--- src/rtl/piece_move_scheduler_pkg.sv ---
// piece_move_scheduler_pkg: move command encodings and scheduler FSM state codes
package piece_move_scheduler_pkg;
   typedef logic [1:0] cmd_t;
   localparam cmd_t CMD_LEFT  = 2'd0;
   localparam cmd_t CMD_RIGHT = 2'd1;
   localparam cmd_t CMD_DOWN  = 2'd2;
   localparam cmd_t CMD_LOCK  = 2'd3;
   localparam logic [2:0] ST_IDLE = 3'd0;
   localparam logic [2:0] ST_WAIT = 3'd1;
   localparam logic [2:0] ST_DROP = 3'd2;
   localparam logic [2:0] ST_LOCK = 3'd3;
   localparam logic [2:0] ST_DONE = 3'd4;
endpackage

--- src/rtl/piece_move_scheduler_if.sv ---
// piece_move_scheduler_if: req/ack move command channel between scheduler and board datapath
interface piece_move_scheduler_if;
   import piece_move_scheduler_pkg::*;
   logic move_req;
   cmd_t move_cmd;
   logic move_ack;
   logic move_ok;
   modport master (output move_req, move_cmd, input move_ack, move_ok);
   modport slave (input move_req, move_cmd, output move_ack, move_ok);
endinterface

--- src/rtl/piece_move_scheduler_key_autorepeat.sv ---
// piece_move_scheduler_key_autorepeat: key edge detect plus DAS auto-repeat, one set pulse per move
module piece_move_scheduler_key_autorepeat #(
   parameter int DAS_DELAY  = 12_500_000,
   parameter int DAS_REPEAT = 2_500_000,
   parameter int CNT_W      = 27
) (
   input  logic clk,
   input  logic rst,
   input  logic en_i,
   input  logic key_i,
   output logic set_o
);
   logic             key_q;
   logic             rep_q, rep_d;
   logic [CNT_W-1:0] cnt_q, cnt_d;
   logic             held, hit;
   assign held  = en_i & key_i & key_q;
   assign hit   = cnt_q == (rep_q ? CNT_W'(DAS_REPEAT - 1) : CNT_W'(DAS_DELAY - 1));
   assign set_o = en_i & key_i & (~key_q | hit);
   assign cnt_d = (held & ~hit) ? cnt_q + CNT_W'(1) : '0;
   assign rep_d = held & (rep_q | hit);
   always_ff @(posedge clk) begin
      if (rst) begin
         key_q <= 1'b0;
         rep_q <= 1'b0;
         cnt_q <= '0;
      end else begin
         key_q <= key_i;
         rep_q <= rep_d;
         cnt_q <= cnt_d;
      end
   end
endmodule

--- src/rtl/piece_move_scheduler.sv ---
// piece_move_scheduler: merges keys and gravity into one serialized move command stream,
// turning a failed DOWN into a LOCK and pulsing piece_locked once the lock is accepted.
module piece_move_scheduler
   import piece_move_scheduler_pkg::*;
#(
   parameter int GRAVITY_TICKS = 50_000_000,
   parameter int DAS_DELAY     = 12_500_000,
   parameter int DAS_REPEAT    = 2_500_000,
   parameter int CNT_W         = 27
) (
   input  logic                          clk,
   input  logic                          rst,
   input  logic                          game_en,
   input  logic                          key_left,
   input  logic                          key_right,
   input  logic                          key_drop,
   piece_move_scheduler_if.master        bus,
   output logic                          piece_locked
);
   logic [2:0]       st_q, st_d;
   logic             req_q, req_d;
   cmd_t             cmd_q, cmd_d;
   logic             pend_l_q, pend_l_d, pend_r_q, pend_r_d;
   logic             pend_g_q, pend_g_d, pend_d_q, pend_d_d;
   logic [CNT_W-1:0] g_q, g_d;
   logic             drop_q;
   logic             set_l, set_r, both, drop_set;
   logic             g_run, g_wrap, done, idle_go, ack;
   logic             sel_d, sel_g, sel_l, sel_r;
   piece_move_scheduler_key_autorepeat #(.DAS_DELAY(DAS_DELAY), .DAS_REPEAT(DAS_REPEAT), .CNT_W(CNT_W)) u_left (
      .clk(clk), .rst(rst), .en_i(game_en), .key_i(key_left), .set_o(set_l)
   );
   piece_move_scheduler_key_autorepeat #(.DAS_DELAY(DAS_DELAY), .DAS_REPEAT(DAS_REPEAT), .CNT_W(CNT_W)) u_right (
      .clk(clk), .rst(rst), .en_i(game_en), .key_i(key_right), .set_o(set_r)
   );
   assign both     = key_left & key_right;
   assign drop_set = game_en & key_drop & ~drop_q;
   assign g_run    = game_en & (st_q != ST_DROP);
   assign g_wrap   = g_q == CNT_W'(GRAVITY_TICKS - 1);
   assign done     = st_q == ST_DONE;
   assign idle_go  = (st_q == ST_IDLE) & game_en & (pend_d_q | pend_g_q | pend_l_q | pend_r_q);
   assign ack      = bus.move_ack & req_q;
   assign sel_d    = idle_go & pend_d_q;
   assign sel_g    = idle_go & ~pend_d_q & pend_g_q;
   assign sel_l    = idle_go & ~pend_d_q & ~pend_g_q & pend_l_q;
   assign sel_r    = idle_go & ~pend_d_q & ~pend_g_q & ~pend_l_q & pend_r_q;
   // A new set in the issue cycle wins over the clear: it is a fresh request.
   assign pend_d_d = game_en & ~done & ((pend_d_q & ~sel_d) | drop_set);
   assign pend_g_d = game_en & ~done & ((pend_g_q & ~sel_g) | (g_run & g_wrap));
   assign pend_l_d = game_en & ~done & ~both & ((pend_l_q & ~sel_l) | set_l);
   assign pend_r_d = game_en & ~done & ~both & ((pend_r_q & ~sel_r) | set_r);
   assign g_d      = (~game_en | done) ? '0 : ~g_run ? g_q : g_wrap ? '0 : g_q + CNT_W'(1);
   always_comb begin
      st_d  = st_q;
      req_d = req_q;
      cmd_d = cmd_q;
      case (st_q)
         ST_IDLE: if (idle_go) begin
            st_d  = pend_d_q ? ST_DROP : ST_WAIT;
            req_d = 1'b1;
            cmd_d = (pend_d_q | pend_g_q) ? CMD_DOWN : pend_l_q ? CMD_LEFT : CMD_RIGHT;
         end
         ST_WAIT, ST_DROP: if (ack) begin
            st_d  = ~game_en ? ST_IDLE
                  : (cmd_q == CMD_DOWN && !bus.move_ok) ? ST_LOCK
                  : (st_q == ST_DROP) ? ST_DROP : ST_IDLE;
            req_d = st_d != ST_IDLE;
            cmd_d = (st_d == ST_LOCK) ? CMD_LOCK : cmd_q;
         end
         ST_LOCK: if (ack) begin
            st_d  = ST_DONE;
            req_d = 1'b0;
         end
         default: begin
            st_d  = ST_IDLE;
            req_d = 1'b0;
         end
      endcase
   end
   always_ff @(posedge clk) begin
      if (rst) begin
         st_q     <= ST_IDLE;
         req_q    <= 1'b0;
         cmd_q    <= CMD_LEFT;
         pend_l_q <= 1'b0;
         pend_r_q <= 1'b0;
         pend_g_q <= 1'b0;
         pend_d_q <= 1'b0;
         g_q      <= '0;
         drop_q   <= 1'b0;
      end else begin
         st_q     <= st_d;
         req_q    <= req_d;
         cmd_q    <= cmd_d;
         pend_l_q <= pend_l_d;
         pend_r_q <= pend_r_d;
         pend_g_q <= pend_g_d;
         pend_d_q <= pend_d_d;
         g_q      <= g_d;
         drop_q   <= key_drop;
      end
   end
   assign bus.move_req = req_q;
   assign bus.move_cmd = cmd_q;
   assign piece_locked = done;
endmodule

--- src/flat_wrapper.sv ---
// flat-port wrapper written by rule: the top's interface ports become plain ports
module piece_move_scheduler_flat import piece_move_scheduler_pkg::*;
#(
   parameter int GRAVITY_TICKS = 50_000_000,
   parameter int DAS_DELAY     = 12_500_000,
   parameter int DAS_REPEAT    = 2_500_000,
   parameter int CNT_W         = 27
)
  (clk, rst, game_en, key_left, key_right, key_drop, piece_locked, bus_move_req, bus_move_cmd, bus_move_ack, bus_move_ok);
  piece_move_scheduler_if bus_i ();
  input  logic clk;
  input  logic rst;
  input  logic game_en;
  input  logic key_left;
  input  logic key_right;
  input  logic key_drop;
  output logic piece_locked;
  output wire logic [$bits(bus_i.move_req)-1:0] bus_move_req;
  output wire logic [$bits(bus_i.move_cmd)-1:0] bus_move_cmd;
  input wire logic [$bits(bus_i.move_ack)-1:0] bus_move_ack;
  input wire logic [$bits(bus_i.move_ok)-1:0] bus_move_ok;
  assign bus_move_req = bus_i.move_req;
  assign bus_move_cmd = bus_i.move_cmd;
  assign bus_i.move_ack = bus_move_ack;
  assign bus_i.move_ok = bus_move_ok;
  piece_move_scheduler #(.GRAVITY_TICKS(GRAVITY_TICKS), .DAS_DELAY(DAS_DELAY), .DAS_REPEAT(DAS_REPEAT), .CNT_W(CNT_W)) u_core (.clk(clk), .rst(rst), .game_en(game_en), .key_left(key_left), .key_right(key_right), .key_drop(key_drop), .bus(bus_i), .piece_locked(piece_locked));
endmodule
--- config.mk ---
export PLATFORM = sky130hd
export DESIGN_NAME = piece_move_scheduler_flat
export DESIGN_NICKNAME = d
export VERILOG_FILES = /design/src/rtl/piece_move_scheduler_pkg.sv /design/src/rtl/piece_move_scheduler_if.sv /design/src/rtl/piece_move_scheduler_key_autorepeat.sv /design/src/rtl/piece_move_scheduler.sv /design/src/flat_wrapper.sv
export SDC_FILE = /design/constraint.sdc
export NUM_CORES = 1
export LEC_CHECK = 0
export ABC_AREA = 0
export BUFFER_PORTS_ARGS = -buffer_cell sky130_fd_sc_hd__buf_2
export CORE_MARGIN = 2
export CORE_UTILIZATION = 45
export DETAILED_ROUTE_END_ITERATION = 8
export PLACE_DENSITY = 0.65
export SLEW_MARGIN = 0
export SYNTH_ARGS = -nofsm -noshare
export SYNTH_HDL_FRONTEND = slang
export SYNTH_SLANG_ARGS = --single-unit
--- constraint.sdc ---
create_clock -name clk -period 4.8 [get_ports clk]
set_clock_uncertainty 0.1 [all_clocks]
set_input_delay 0.96 -clock clk [delete_from_list [all_inputs] [get_ports clk]]
set_output_delay 0.96 -clock clk [all_outputs]
set_load 0.03 [all_outputs]
* Word-level counts from Yosys, hierarchy flattened
Cells that the tools add are included.
Word-level totals: input port bits 8, output and inout port bits 4, bits in registers 96, logic and storage cells 128
Operators by class: mux-type cells 21, equality and inequality tests 14, add/subtract/negate cells 3, bitwise operators 64, reduce and logical (&&, ||, !) cells 11
Operator list (number):
- 27-bit by 1-bit adder with 27-bit output, second input constant | 3
- 27-bit by 24-bit equality test with 1-bit output | 2
- 24-bit two-way mux | 2
- 1-bit bitwise AND | 35
- 27-bit by 26-bit equality test with 1-bit output, second input constant | 1
- 27-bit two-way mux | 1
- 1-bit NOT | 17
- 3-bit two-way mux | 5
- 2-bit two-way mux | 6
- 1-bit bitwise OR | 12
- 3-bit by 2-bit equality test with 1-bit output, second input constant | 3
- 3-bit case mux with 3 select lines | 1
- 2-bit by 1-bit inequality test with 1-bit output, second input constant | 4
- 2-bit OR reduction | 4
- 1-bit two-way mux | 4
- 2-bit case mux with 2 select lines | 1
- 4-bit AND reduction | 1
- 3-bit by 1-bit equality test with 1-bit output, second input constant | 1
- 3-bit equality test, second input constant | 1
- 3-bit zero test | 1
- 3-bit by 2-bit inequality test with 1-bit output, second input constant | 1
- 1-bit case mux with 3 select lines | 1
- 3-bit AND reduction | 1
- 3-bit nonzero test | 1
- 4 further kinds | 4

* Logic depth before layout (Yosys ltp)
depth after elaboration 12, gate-level depth with buffers 8, mapped depth without buffers 6

* Hierarchy
Synthesis repeated with hierarchy kept, for this count alone.
Second synthesis, totals: cells, all modules 532, area total of the unflattened synthesis 4738.3 um^2
By module, submodules not included:
- piece_move_scheduler_key_autorepeat | sequential area each 580.6 um^2, cells each 158, area an instance 1437.6 um^2, instances 2
- piece_move_scheduler | sequential area each 760.7 um^2, cells each 216, area an instance 1863.0 um^2, instances 1

* Worst setup path after synthesis
OpenSTA, ideal clock, no wires.
kind input-to-reg, start point input port game_en, end point register u_core.g_q[23], required time 4.585 ns, arrival time 2.076 ns, cell stages on the path 7, buffers on the path 2, path slack 2.509 ns, path through buf_2 -> and4_1 -> nand3b_1 -> buf_2 -> nor4_1 -> xnor2_1 -> nor2_1
On the way: cells in the longest elaborated chain, start to end 3
Ends and longest elaborated chain:
- start, declared | RTL line flat_wrapper.sv:13 | input logic game_en;
- 1-bit NOT | RTL line piece_move_scheduler.sv:52 | assign g_d = (~game_en | done) ? '0 : ~g_run ? g_q : g_wrap ? '0 : g_q + CNT_W'(1);
- 1-bit bitwise OR | RTL line piece_move_scheduler.sv:52
- 2-bit OR reduction (no source line)
- end signal, assigned | RTL line piece_move_scheduler.sv:99 | g_q <= g_d;
- end, declared | RTL line piece_move_scheduler.sv:25 | logic [CNT_W-1:0] g_q, g_d;
Parallel ways exist; a longest one is shown, timed or not. A chain may end at the register's enable or synchronous reset.

* Worst setup path after layout
start point input port game_en, end point register u_core.g_q[13]
Same word-level chain as after synthesis.

==> flow_metrics.tcl <==
set metrics [dict create \
    status "finished, final reports clean" \
    fmax_mhz 359.4 \
    ys_ff_latch 96 \
    cp-end-kind "flop" \
    startpoint "game_en" \
    post_synth_inst_count 518 \
    ff2ff_setup_slack_ns 2.10 \
    synthFlopType "dfxtp_1" \
    die-area_um2 10710 \
    postCtsSetupRepairBufs 0 \
    grt_setup_unrepaired "false" \
    fin_tns_setup_ns 0 \
    synth-seq-area-share_pct 43.15 \
    fp-row-count 36 \
    die_w_um 103.5 \
    cts_tree "built" \
    drtIter0Drc 118 \
    worst_path_max_delay_cell "nor4_1" \
    initial_core_util_pct 45.99 \
    cp.arrival_ns 2.91 \
    cpPeakStageDelay_ns 0.67 \
    htreeDepth 3 \
    synth.net_count 529 \
    routed_wl_um 8364 \
    grt_start_max_net_pins 28 \
    place_hpwl_um 5844 \
    ys_async_sr_fraction_pct 0 \
    worstReg2RegStart "u_core.u_left.rep_q" \
    peakVddDrop_mv 0.1741 \
    slew_violations 0 \
    antenna_found_initial 0 \
    hold_start "u_core.u_right.cnt_q[0]" \
    io_buffer_count 11 \
    grt_pass1_vias 3184 \
    grt_first_pass_wirelength_um 14440 \
    setup_viol 0 \
    grt_remaining_overflow 0 \
    clk_pin_slew_worst_paths_ns 0.09 \
    p_leak_nw 1.488 \
    synthDistinctLibCells 53 \
    drc_errors 0 \
    core_area_um2 9684 \
    place.gp.congestion 0.7930 \
    yosysWarningCount 0 \
    diodes 0 \
    cts.sinks 96 \
    power_density_nw_per_um2 286.8 \
    synthXorXnorAreaFrac_pct 14.75 \
    synth_edf_count 0 \
    num_vias 3484 \
    cp_cell_sequence "buf_2 > inv_1 > nor4_1 > nand3_1 > nand3_1 > nor2_1" \
    wire_per_inst_um 12.69 \
    cap_viol_max_count 0 \
    grt_use_total_pct 16.93 \
    num_io_pins 12 \
    ctsHoldBuffers 0 \
    antenna_left 0 \
    critPathBufInv 2 \
    clock_latency_ns 0.36 \
    crit_fanout 20 \
    final_area_um2 4751 \
    worstPathRequired_ns 4.92 \
    root_buffer "clkbuf_8" \
    synth_top_family_by_area "simple AND/OR/NAND/NOR gates" \
    syn_area_per_cell_um2 8.599 \
    cts.repair.resized 0 \
    fin_crit_sh_pct 57.97 \
    finalHoldViolCount 0 \
    cts.path.max_buffers 2 \
    synth_compound_area_share_pct 5.365 \
    worstMarginPinSlew_ns 0.9785 \
    via_per_inst 5.287 \
    drive_above_1_share_pct 6.084 \
    fin_crit_ns 2.783 \
    layout_setup_ws_ns 2.017 \
    synthSimpleGateAreaFrac_pct 31.91 \
    muxShareOfSynthArea_pct 0.2247 \
    placed_cell_area_um2 4557 \
    netlist_area_um2 4454 \
    crit_path_start_kind "input pin" \
    final_nets 533 \
    critical_path_class "in2reg" \
    totalPowerFinal_mw 1.363 \
    area_growth_pct 6.657 \
    hold_class "reg2reg" \
    post-place-ws_ns 1.651 \
    crit_family "simple AND/OR/NAND/NOR gates" \
    fp.dieH_um 103.5 \
    numCtsBuffers 9 \
    relSlewSlack_pct 34.77 \
    synthAdderAreaFrac_pct 0.8427 \
    cp_common_cell "nand3_1" \
    first_pass_iters 4 \
]
==> synthesized netlist by cell type, drive strengths merged, types with 3 or more instances <==
cell type,instances,area share (%)
o21a,4,0.67
buf,11,2.1
dfxtp,96,43
and3,13,1.8
ha,3,0.84
and4,5,0.98
o21ai,5,0.56
nand3b,3,0.51
and2,6,0.84
nor3,12,1.3
nand4,26,3.7
nor4b,5,1.1
inv,13,1.1
nor4,15,2.4
nand2,35,2.9
clkbuf,7,0.62
xor2,52,10
nor2,102,8.6
a21oi,9,1.0
a2111oi,3,0.73
nor2b,8,1.1
o211ai,3,0.51
nor4bb,3,0.67
nand3,34,3.8
xnor2,23,4.5
==> per-stage QoR <==
step                util, %  hold slack, ns  std cells
floorplan                 -          0.3294        518
global placement      47.05          0.3442        644
detailed placement    47.05          0.3587        644
CTS                   49.06          0.3788        659
global route          49.06          0.4099        659
finish                49.06          0.3742        659
==> state kept, by name, summed over array words and instances, names as in the netlist <==
name / cells
u_core.bus.move_cmd: 2
u_core.st_q: 3
u_core.pend_l_q: 1
u_core.pend_g_q: 1
u_core.u_left.key_q: 1
u_core.g_q: 27
u_core.u_left.rep_q: 1
u_core.drop_q: 1
u_core.u_left.cnt_q: 27
u_core.bus.move_req: 1
u_core.u_right.rep_q: 1
u_core.pend_d_q: 1
u_core.u_right.cnt_q: 27
u_core.u_right.key_q: 1
u_core.pend_r_q: 1
==> path summary, 6_finish.rpt <==
| path | endpoint | cells after the start |
|---|---|---|
| worst max-delay path | u_core.g_q[13] | 6 |
| worst min-delay path | u_core.u_right.cnt_q[0] | 1 |
| worst max register to register | u_core.u_left.cnt_q[26] | 5 |
| worst min register to register | u_core.u_right.cnt_q[0] | 1 |
==> power by group <==
| part | internal [mW] | switching (mW) | total (mW) |
|---|---|---|---|
| Combinational | 0.0109 | 0.0217 | 0.0326 |
| Clock | 0.241 | 0.285 | 0.525 |
| Sequential | 0.800 | 0.00434 | 0.805 |
| Total | 1.05 | 0.311 | 1.36 |
==> placed cells by master (no fill, tap or decap), drive strengths merged, types with 2 or more instances in the layout <==
cell and instances:
nand2 35, a21oi 9, o21ai 5, o21a 4, clkinvlp 3, nand3 34
and4 5, dfxtp 96, o211ai 3, nand2b 2, nor3b 2, xor2 52
buf 11, nor4bb 3, nand4 26, ha 3, xnor2 23, clkbuf 9
nor2 102, and2 6, nor4 15, nor2b 8, nand3b 3, nor3 12
a2111oi 3, and3 13, inv 14, nor4b 5
==> metal layers <==
| metal | global-route usage [%] | share of wire [%] |
|---|---|---|
| met5 | 0 | 0 |
| met4 | 7.591 | 0.75 |
| met3 | 2.621 | 2.1 |
| met2 | 27.69 | 48 |
| met1 | 22.08 | 49 |
==> layout make-up <==
| type | count | area (µm²) |
|---|---|---|
| fillers | 906 | 4933 |
| flip-flops and latches | 96 | 1922 |
| inverters | 13 | 48.80 |
| repair buffers | 11 | 55.05 |
| multi-input cells | 391 | 2365 |
| clock buffers | 9 | 123.9 |
| well taps | 133 | 166.4 |
| clock inverters | 6 | 70.07 |
==> logic make-up after synthesis <==
group	count (synthesis)
XOR/XNOR	75
AO/OA/AOI/OAI	34
AND/OR/NAND/NOR	278
buffers and inverters	31
multiplexers	1
adder cells (fa/ha/maj)	3
flip-flops	96
(Power assumes the default switching activity.)
